`config.mk`:
```
export PLATFORM = sky130hd
export DESIGN_NAME = ram_port_arb
export DESIGN_NICKNAME = d
export VERILOG_FILES = /design/src/rtl/ram_port_arb.sv
export SDC_FILE = /design/constraint.sdc
export NUM_CORES = 1
export LEC_CHECK = 0
export ABC_AREA = 1
export CAP_MARGIN = 20
export CORE_AREA = 5 5 104 106
export CTS_CLUSTER_SIZE = 20
export DETAILED_ROUTE_END_ITERATION = 8
export DIE_AREA = 0 0 109 111
export PLACE_DENSITY = 0.72
export SLEW_MARGIN = 20
export SYNTH_ARGS = -nofsm -noshare
export SYNTH_HDL_FRONTEND = slang
export SYNTH_SLANG_ARGS = --single-unit
```
`constraint.sdc`:
```
create_clock -name clk -period 6.5 [get_ports clk]
set_input_delay 1.3 -clock clk [delete_from_list [all_inputs] [get_ports clk]]
set_output_delay 1.3 -clock clk [all_outputs]
set_load 0.05 [all_outputs]
```
`src/rtl/ram_port_arb.sv`:
```
// Round-robin owner of RAM port A for NREQ requesters, with burst cap and exclusive upgrade lock.
// Grant and RAM port are combinational with req; read data returns one cycle later; losers hold req.
module ram_port_arb #(
  parameter int XLEN      = 32,
  parameter int ADDR_LEN  = 14,
  parameter int NREQ      = 3,
  parameter int MAX_BURST = 4
) (
  input  logic                         clk,
  input  logic                         rstb_in,
  input  logic                         lock,
  input  logic [NREQ-1:0]              req,
  input  logic [NREQ*(XLEN/8)-1:0]     req_we,
  input  logic [NREQ*ADDR_LEN-1:0]     req_addr,
  input  logic [NREQ*XLEN-1:0]         req_wdata,
  output logic [NREQ-1:0]              gnt,
  output logic [NREQ-1:0]              rvalid,
  output logic [XLEN-1:0]              rdata,
  output logic                         ram_en,
  output logic [XLEN/8-1:0]            ram_we,
  output logic [ADDR_LEN-1:0]          ram_addr,
  output logic [XLEN-1:0]              ram_wdata,
  input  logic [XLEN-1:0]              ram_rdata
);
  localparam int BW = XLEN / 8;
  localparam int IW = $clog2(NREQ);
  localparam int CW = (MAX_BURST > 1) ? $clog2(MAX_BURST) : 1;
  localparam logic [CW-1:0] CNT_LAST = CW'(MAX_BURST - 1);
  localparam logic [IW-1:0] IDX_LAST = IW'(NREQ - 1);

  logic            owner_vld_q, owner_vld_d;
  logic [IW-1:0]   owner_q, owner_d;
  logic [CW-1:0]   cnt_q, cnt_d;
  logic [IW-1:0]   rr_q, rr_d;
  logic [NREQ-1:0] rvalid_q, rvalid_d;

  logic            rr_hit;
  logic [IW-1:0]   rr_idx;
  int              rr_pos;
  logic [NREQ-1:0] owner_oh;
  logic            owner_keep;
  logic            gnt_any;
  logic [IW-1:0]   gnt_idx;
  logic [BW-1:0]   sel_we;

  always_ff @(posedge clk or negedge rstb_in) begin
    if (!rstb_in) begin
      owner_vld_q <= 1'b0;
      owner_q     <= '0;
      cnt_q       <= '0;
      rr_q        <= '0;
      rvalid_q    <= '0;
    end else begin
      owner_vld_q <= owner_vld_d;
      owner_q     <= owner_d;
      cnt_q       <= cnt_d;
      rr_q        <= rr_d;
      rvalid_q    <= rvalid_d;
    end
  end

  // First requester at or after rr_q, wrapping from NREQ-1 back to 0.
  always_comb begin
    rr_hit = 1'b0;
    rr_idx = '0;
    rr_pos = 0;
    for (int i = 0; i < NREQ; i++) begin
      rr_pos = int'(rr_q) + i;
      if (rr_pos >= NREQ) rr_pos = rr_pos - NREQ;
      if (!rr_hit && req[IW'(rr_pos)]) begin
        rr_hit = 1'b1;
        rr_idx = IW'(rr_pos);
      end
    end
  end

  always_comb begin
    owner_oh   = NREQ'(1) << owner_q;
    owner_keep = owner_vld_q && req[owner_q] &&
                 ((cnt_q < CNT_LAST) || ((req & ~owner_oh) == '0));
    gnt_any = 1'b0;
    gnt_idx = '0;
    if (!rstb_in) begin
      gnt_any = 1'b0;
    end else if (lock) begin
      gnt_any = req[0];
    end else if (owner_keep) begin
      gnt_any = 1'b1;
      gnt_idx = owner_q;
    end else begin
      gnt_any = rr_hit;
      gnt_idx = rr_idx;
    end
  end

  always_comb begin
    owner_vld_d = 1'b0;
    owner_d     = owner_q;
    cnt_d       = '0;
    rr_d        = rr_q;
    if (gnt_any) begin
      owner_vld_d = 1'b1;
      owner_d     = gnt_idx;
      if (owner_vld_q && (owner_q == gnt_idx))
        cnt_d = (cnt_q == CNT_LAST) ? cnt_q : cnt_q + 1'b1;
      rr_d = (gnt_idx == IDX_LAST) ? '0 : gnt_idx + 1'b1;
    end
    rvalid_d = gnt & {NREQ{~|sel_we}};
  end

  // Idle port still presents requester 0's address/data so nothing floats.
  always_comb begin
    sel_we    = req_we[BW-1:0];
    ram_addr  = req_addr[ADDR_LEN-1:0];
    ram_wdata = req_wdata[XLEN-1:0];
    for (int i = 1; i < NREQ; i++) begin
      if (gnt_idx == IW'(i)) begin
        sel_we    = req_we[i*BW +: BW];
        ram_addr  = req_addr[i*ADDR_LEN +: ADDR_LEN];
        ram_wdata = req_wdata[i*XLEN +: XLEN];
      end
    end
    gnt    = gnt_any ? (NREQ'(1) << gnt_idx) : '0;
    ram_en = gnt_any;
    ram_we = gnt_any ? sel_we : '0;
    rvalid = rvalid_q;
    rdata  = ram_rdata;
  end

endmodule
```
## Word level (Yosys, flattened, before mapping)

Index checks and enable logic that the tools add are counted.
Widths: inputs -> output; s select.

| word-level totals | value |
|---|---|
| register bits after elaboration | 10 |
| latch bits | 0 |
| RAM bits | 0 |
| memory bits (read-only) | 0 |
| bits of input ports | 188 |
| word-level logic and storage cells | 80 |
| memories | 0 |

| cells by class | value |
|---|---|
| $add $sub $neg | 7 |
| multiply operators | 0 |
| divide/modulo/power cells | 0 |
| $lt $le $gt $ge | 8 |
| eq/ne operators | 5 |
| shift operators | 2 |
| multiplexer cells | 39 |
| bitwise logic cells | 3 |
| reduce and logical (&&, ||, !) cells | 11 |

Operator list:

| kind | count |
|---|---|
| $mux 32 | 2 |
| $mux 14 | 2 |
| $mux 2 | 13 |
| $mux 1 | 14 |
| $lt 2x4->1 const B | 3 |
| $mux 4 | 3 |
| $bmux 1 s2 | 4 |
| $and 3x3->3 | 2 |
| $ge 3x2->1 const B | 2 |
| $shl 1x2->3 const A | 2 |
| $sub 2x2->2 const B | 3 |
| $logic_and 1x1->1 | 5 |
| $add 2x1->2 const B | 2 |
| $eq 2x2->1 const B | 2 |
| $reduce_or 4->1 | 1 |
| $add 2x1->3 const B | 1 |
| $add 2x2->3 const B | 1 |
| $logic_not 1->1 | 3 |
| $logic_not 3->1 | 1 |
| $lt 2x3->1 const B | 1 |
| $mux 3 | 1 |
| $ne 3x3->1 const B | 1 |
| $not 3->3 | 1 |
| $eq 2x1->1 const B | 1 |
| other kinds (4) | 4 |

## Logic depth before layout (Yosys ltp)

Gate-level depths: netlist of the first run.

| depth | value |
|---|---|
| depth after elaboration | 21 |
| depth in mapped cells | 18 |
| mapped depth without buffers | 17 |

## Worst setup path after synthesis of the first run

Ideal clock, no wire load.

| path | value |
|---|---|
| path type | input port to output port |
| start | input port req[0] |
| end | output port ram_we[0] |
| arrival time | 2.974 ns |
| data required time | 5.200 ns |
| slack | 2.226 ns |
| cell stages on the path | 10 |
| path buffers | 1 |
| cells stage by stage | nor3_1 nor2_4 nand3_1 nand2_1 inv_2 nand2_2 buf_6 nand2_2 nand3_2 a21oi_1 |

| on the way | value |
|---|---|
| word-level cells in the longest chain between the ends | 17 |
| elaborated cells between the ends (all ways) | 37 |

RTL lines:

| item | RTL line | text |
|---|---|---|
| start, declared | 12 | `input logic [NREQ-1:0] req,` |
| $bmux 1 s2 | 70 | `if (!rr_hit && req[IW'(rr_pos)]) begin` |
| $mux 1 (not written as such) (2 in series) | 70 |  |
| $mux 1 | 70 |  |
| $logic_not 1->1 | 70 |  |
| $logic_and 1x1->1 | 70 |  |
| $mux 1 | 70 |  |
| $logic_not 1->1 | 70 |  |
| $logic_and 1x1->1 | 70 |  |
| $mux 2 | 70 |  |
| $mux 2 | 87 | `end else if (owner_keep) begin` |
| $mux 2 | 85 | `end else if (lock) begin` |
| $mux 2 | 83 | `if (!rstb_in) begin` |
| $eq 2x1->1 | 117 | `if (gnt_idx == IW'(i)) begin` |
| $mux 4 (2 in series) | 117 |  |
| $mux 4 * | 125 | `ram_we = gnt_any ? sel_we : '0;` |
| end, declared | 20 | `output logic [XLEN/8-1:0] ram_we,` |

Mark *: on every way between the ends. The rest lies on a longest branch, timed or not. The select of a mux whose other input is x is not followed.

## Worst setup path in the final report of the first run

| path | value |
|---|---|
| start | input port req[1] |
| end | output port ram_wdata[19] |

| on the way | value |
|---|---|
| word-level cells in the longest chain between the ends | 16 |
| elaborated cells between the ends (all ways) | 32 |

RTL lines:

| item | RTL line | text |
|---|---|---|
| $bmux 1 s2 | 70 |  |
| $mux 1 (not written as such) (2 in series) | 70 |  |
| $mux 1 | 70 |  |
| $logic_not 1->1 | 70 |  |
| $logic_and 1x1->1 | 70 |  |
| $mux 1 | 70 |  |
| $logic_not 1->1 | 70 |  |
| $logic_and 1x1->1 | 70 |  |
| $mux 2 | 70 |  |
| $mux 2 * | 87 |  |
| $mux 2 * | 85 |  |
| $mux 2 * | 83 |  |
| $eq 2x1->1 | 117 |  |
| $mux 32 | 117 |  |
| $mux 32 * | 117 |  |
| end, declared | 22 | `output logic [XLEN-1:0] ram_wdata,` |

Marked as above.

==> impl_results.md, run 1 <==
* Die Width at 109 um
* Post-cts resize count at 0
* GR Util All Layers at 0.152
* Post-synthesis mux area share at 0.00481
* Die ar. at 12100 um2
* Clock skew at 0.00186 ns
* Crit path time final at 5.67 ns
* Hold Vio Cnt, Final at 0
* Worst EP required at 5.20 ns
* TritonCTS clock tree: yes
* Initial Utilization at 0.215
* Area growth syn-to-layout at 94.2%
* Initial antenna violation count at 0
* Pleak at 0.00183 uW
* Rows at 36
* Clock network fraction of design power at 0.054
* Vias in the first global route at 3012
* Switching share of power at 0.619
* Hpwl dp at 8230 um
* CTS buffer count at 3
* Final core occ at 0.418
* Place WS at 0.813 ns
* Adder-cell area share of the yosys netlist at 0.0300
* Final net count at 744
* DR vias at 2964
* Post-synth top area share at 0.308
* ANT cells at 0
* Max-slew violations at 0
* Maximum VDD drop at 0.270 mV
* Hold buffer count at CTS at 0
* Status: finished, final reports clean
* Yosys reg bits at 10
* Clock tree buffer depth at 2
* # IOs at 277
* Internal at 537 uW
* DP Area at 3990 um2
* Simple-gate share of the synthesized area at 0.572
* Sequential-to-total area share from yosys stat at 0.120
* Clock Latency Late Sink at 0.23 ns
* Largest net degree at the start of global routing at 47
* Unique masters post-synth at 30
* WL final at between 9000 and 10000 um
* Slew HR at 0.644
* Post-Synth XOR/XNOR Area at 0.00421
* Remaining global-route overflow at 0
* Syn Std Cell Area at 2080 um2
* Synth Area in Compound Gates at 0.0397
* H-tree levels at 1
* Drt wl/cell at 14.4 um
* CP Capture Type: primary output
* Seq pwr share at 0.066
* TritonRoute pass-1 iters at 4
* Worst Setup Path Type: primary input to primary output
* Yosys warnings at 0
* DP Cell Count at about 680
* # setup viols final at 0
* Clock-pin slew on the worst setup and hold paths at 0.05 ns
* NetSw at 873 uW
* Clk sinks at 10
* Mapped Nets at 570
* Critical path arrival at 4.37 ns
* Fin Setup TNS at 0 ns
* Post-CTS Setup Bufs at 0
* DRC violations left at 0
* Non-Filler Instances at 683
* Fmax at about 0.18 GHz
* Pwr/cell area at 348 nW/um2
* Leading area contributor after synthesis: nand2_1
* Final instance area at slightly above 4000 um2
* FFs w/ async S/R, synth at 1.00
* Global-route wire length before repair at 15100 um
* Synth Instances at roughly 380
* Post-Syn Area per Cell at 5.52 um2
* Period utilization at 0.873
* Combinational group share of total power at 0.880
* # port buffers at 212
* Worst-Margin Slew at 0.533 ns
* HP Class: register to register
* Max-cap violations at 0
* Root buffer cell: clkbuf_8
* Antenna Nets Post-Route at 0
* Most common cell after layout, fill and taps aside: clkdlybuf4s50_1
* Main synth FF type: dfrtp_1
* Fillers at 980
* Vias per cell at 4.34
* RSZ-0062 raised after global routing: false
* Share of layout cells above drive strength 1 at 0.0927
* 1st-iter DRT viols at 253
* Placer Congestion at 0.908
* Core box area at 9680 um2
* Largest family of logic cells by synthesized area: simple AND/OR/NAND/NOR gates
* Die Y at 111 um
* CP startpoint kind: primary input
* Critical Path Fanout Max at 32
* Post-synth EDFFs at 0
* Most frequent cells in the layout: clkdlybuf4s50_1, nand2_1, nand3_1, buf_4, inv_1
* Top cells by area, synth: nand2_1, nand3_1, buf_4
* Worst setup margin at 0.828 ns
-- per-layer routing --
| layer | global-route usage | routed length, um | vias up |
|---|---|---|---|
| met5 | 0 | 0 | - |
| li1 | - | - | 1505 |
| met4 | 0.0446 | 246 | 0 |
| met3 | 0.0414 | 1010 | 24 |
| met1 | 0.175 | 3790 | 1272 |
| met2 | 0.269 | 4800 | 163 |
-- flip-flops by register name, summed over array words and instances, names as in the netlist --
name,count
rvalid,3
cnt_q,2
owner_q,2
rr_q,2
owner_vld_q,1
-- worst max-delay path: stages --
cell and delay [ns]:
clkdlybuf4s50_1 0.56, inv_2 0.08, a21boi_1 0.12, nand2_1 0.10
nor2_4 0.11, nand2_2 0.09, nand3_2 0.10, nand3_4 0.15
inv_2 0.34, buf_4 0.39, nand2_1 0.10, nand3_1 0.10
clkdlybuf4s50_1 0.81
-- path summary, 6_finish.rpt --
check                                 startpoint                    to  slack [ns]  cells past startpoint
hold reg to reg            owner_vld_q$_DFF_PN0_  cnt_q[0]$_DFFE_PN0P_        0.59                      2
max in group asynchronous                rstb_in   rr_q[0]$_DFFE_PN0P_        4.98                      2
min in group asynchronous                rstb_in   rvalid[2]$_DFF_PN0_        1.36                      2
setup / recovery                          req[1]         ram_wdata[19]        0.83                     13
hold / removal             owner_vld_q$_DFF_PN0_  cnt_q[0]$_DFFE_PN0P_        0.59                      2
setup reg to reg             rr_q[0]$_DFFE_PN0P_   rvalid[1]$_DFF_PN0_        4.02                     15
-- per-stage QoR --
| stage | power [uW] | hold slack [ns] |
|---|---|---|
| 2_1_floorplan | 998 | 0.523 |
| 3_3_place_gp | 1330 | 0.575 |
| 3_5_place_dp | 1340 | 0.586 |
| 4_1_cts | 1420 | 0.590 |
| 5_1_grt | 1510 | 0.628 |
| 6_report | 1410 | 0.594 |
-- power groups by stage --
| stage | Clock (uW) | Sequential [uW] | Combinational, uW |
|---|---|---|---|
| global placement | 0 | 92.7 | 1240 |
| floorplan | 0 | 92.3 | 906 |
| detailed placement | 0 | 93.7 | 1250 |
| global route | 82.6 | 95.7 | 1330 |
| finish | 76.3 | 92.9 | 1240 |
| CTS | 78.1 | 92.8 | 1250 |
-- cells in the mapped netlist (5+ instances only) --
cell	count
inv_1	21
nor2_1	11
dfrtp_1	10
inv_2	5
buf_6	7
buf_2	5
nand2_1	171
buf_4	35
nand3_1	60
nand2_2	10
ha_1	5
-- cell families (layout without fill, tap and decap cells) --
group / after synthesis / count (layout)
XOR/XNOR: 1 / 1
flip-flops: 10 / 10
AND/OR/NAND/NOR: 270 / 270
AO/OA/AOI/OAI: 15 / 15
buffers and inverters: 75 / 248
multiplexers: 1 / 1
adder cells (fa/ha/maj): 5 / 5
-- area by class of cell --
cell class / instances / area [um2] / share of cell area
inverter: 28 / 110 / 0.0272
tap: 133 / 166 / 0.0412
clock buffer: 4 / 55.1 / 0.0136
sequential: 10 / 250 / 0.0619
timing repair buffer: 216 / 2110 / 0.521
multi-input combinational: 292 / 1360 / 0.335
Note: power is estimated with default switching activity, not from simulation.
==> run 2, diff against run 1 <==
- SETUP_SLACK_MARGIN: unset -> 0.02
==> results of run 2 <==
No change in the layout: final DEF, timing and power equal those of run 1.
==> run 3, diff against run 2 <==
- CTS_CLUSTER_SIZE: 20 -> unset
- SKIP_LAST_GASP: unset -> 1
==> results of run 3 <==
No change in the layout: final DEF, timing and power equal those of run 1.
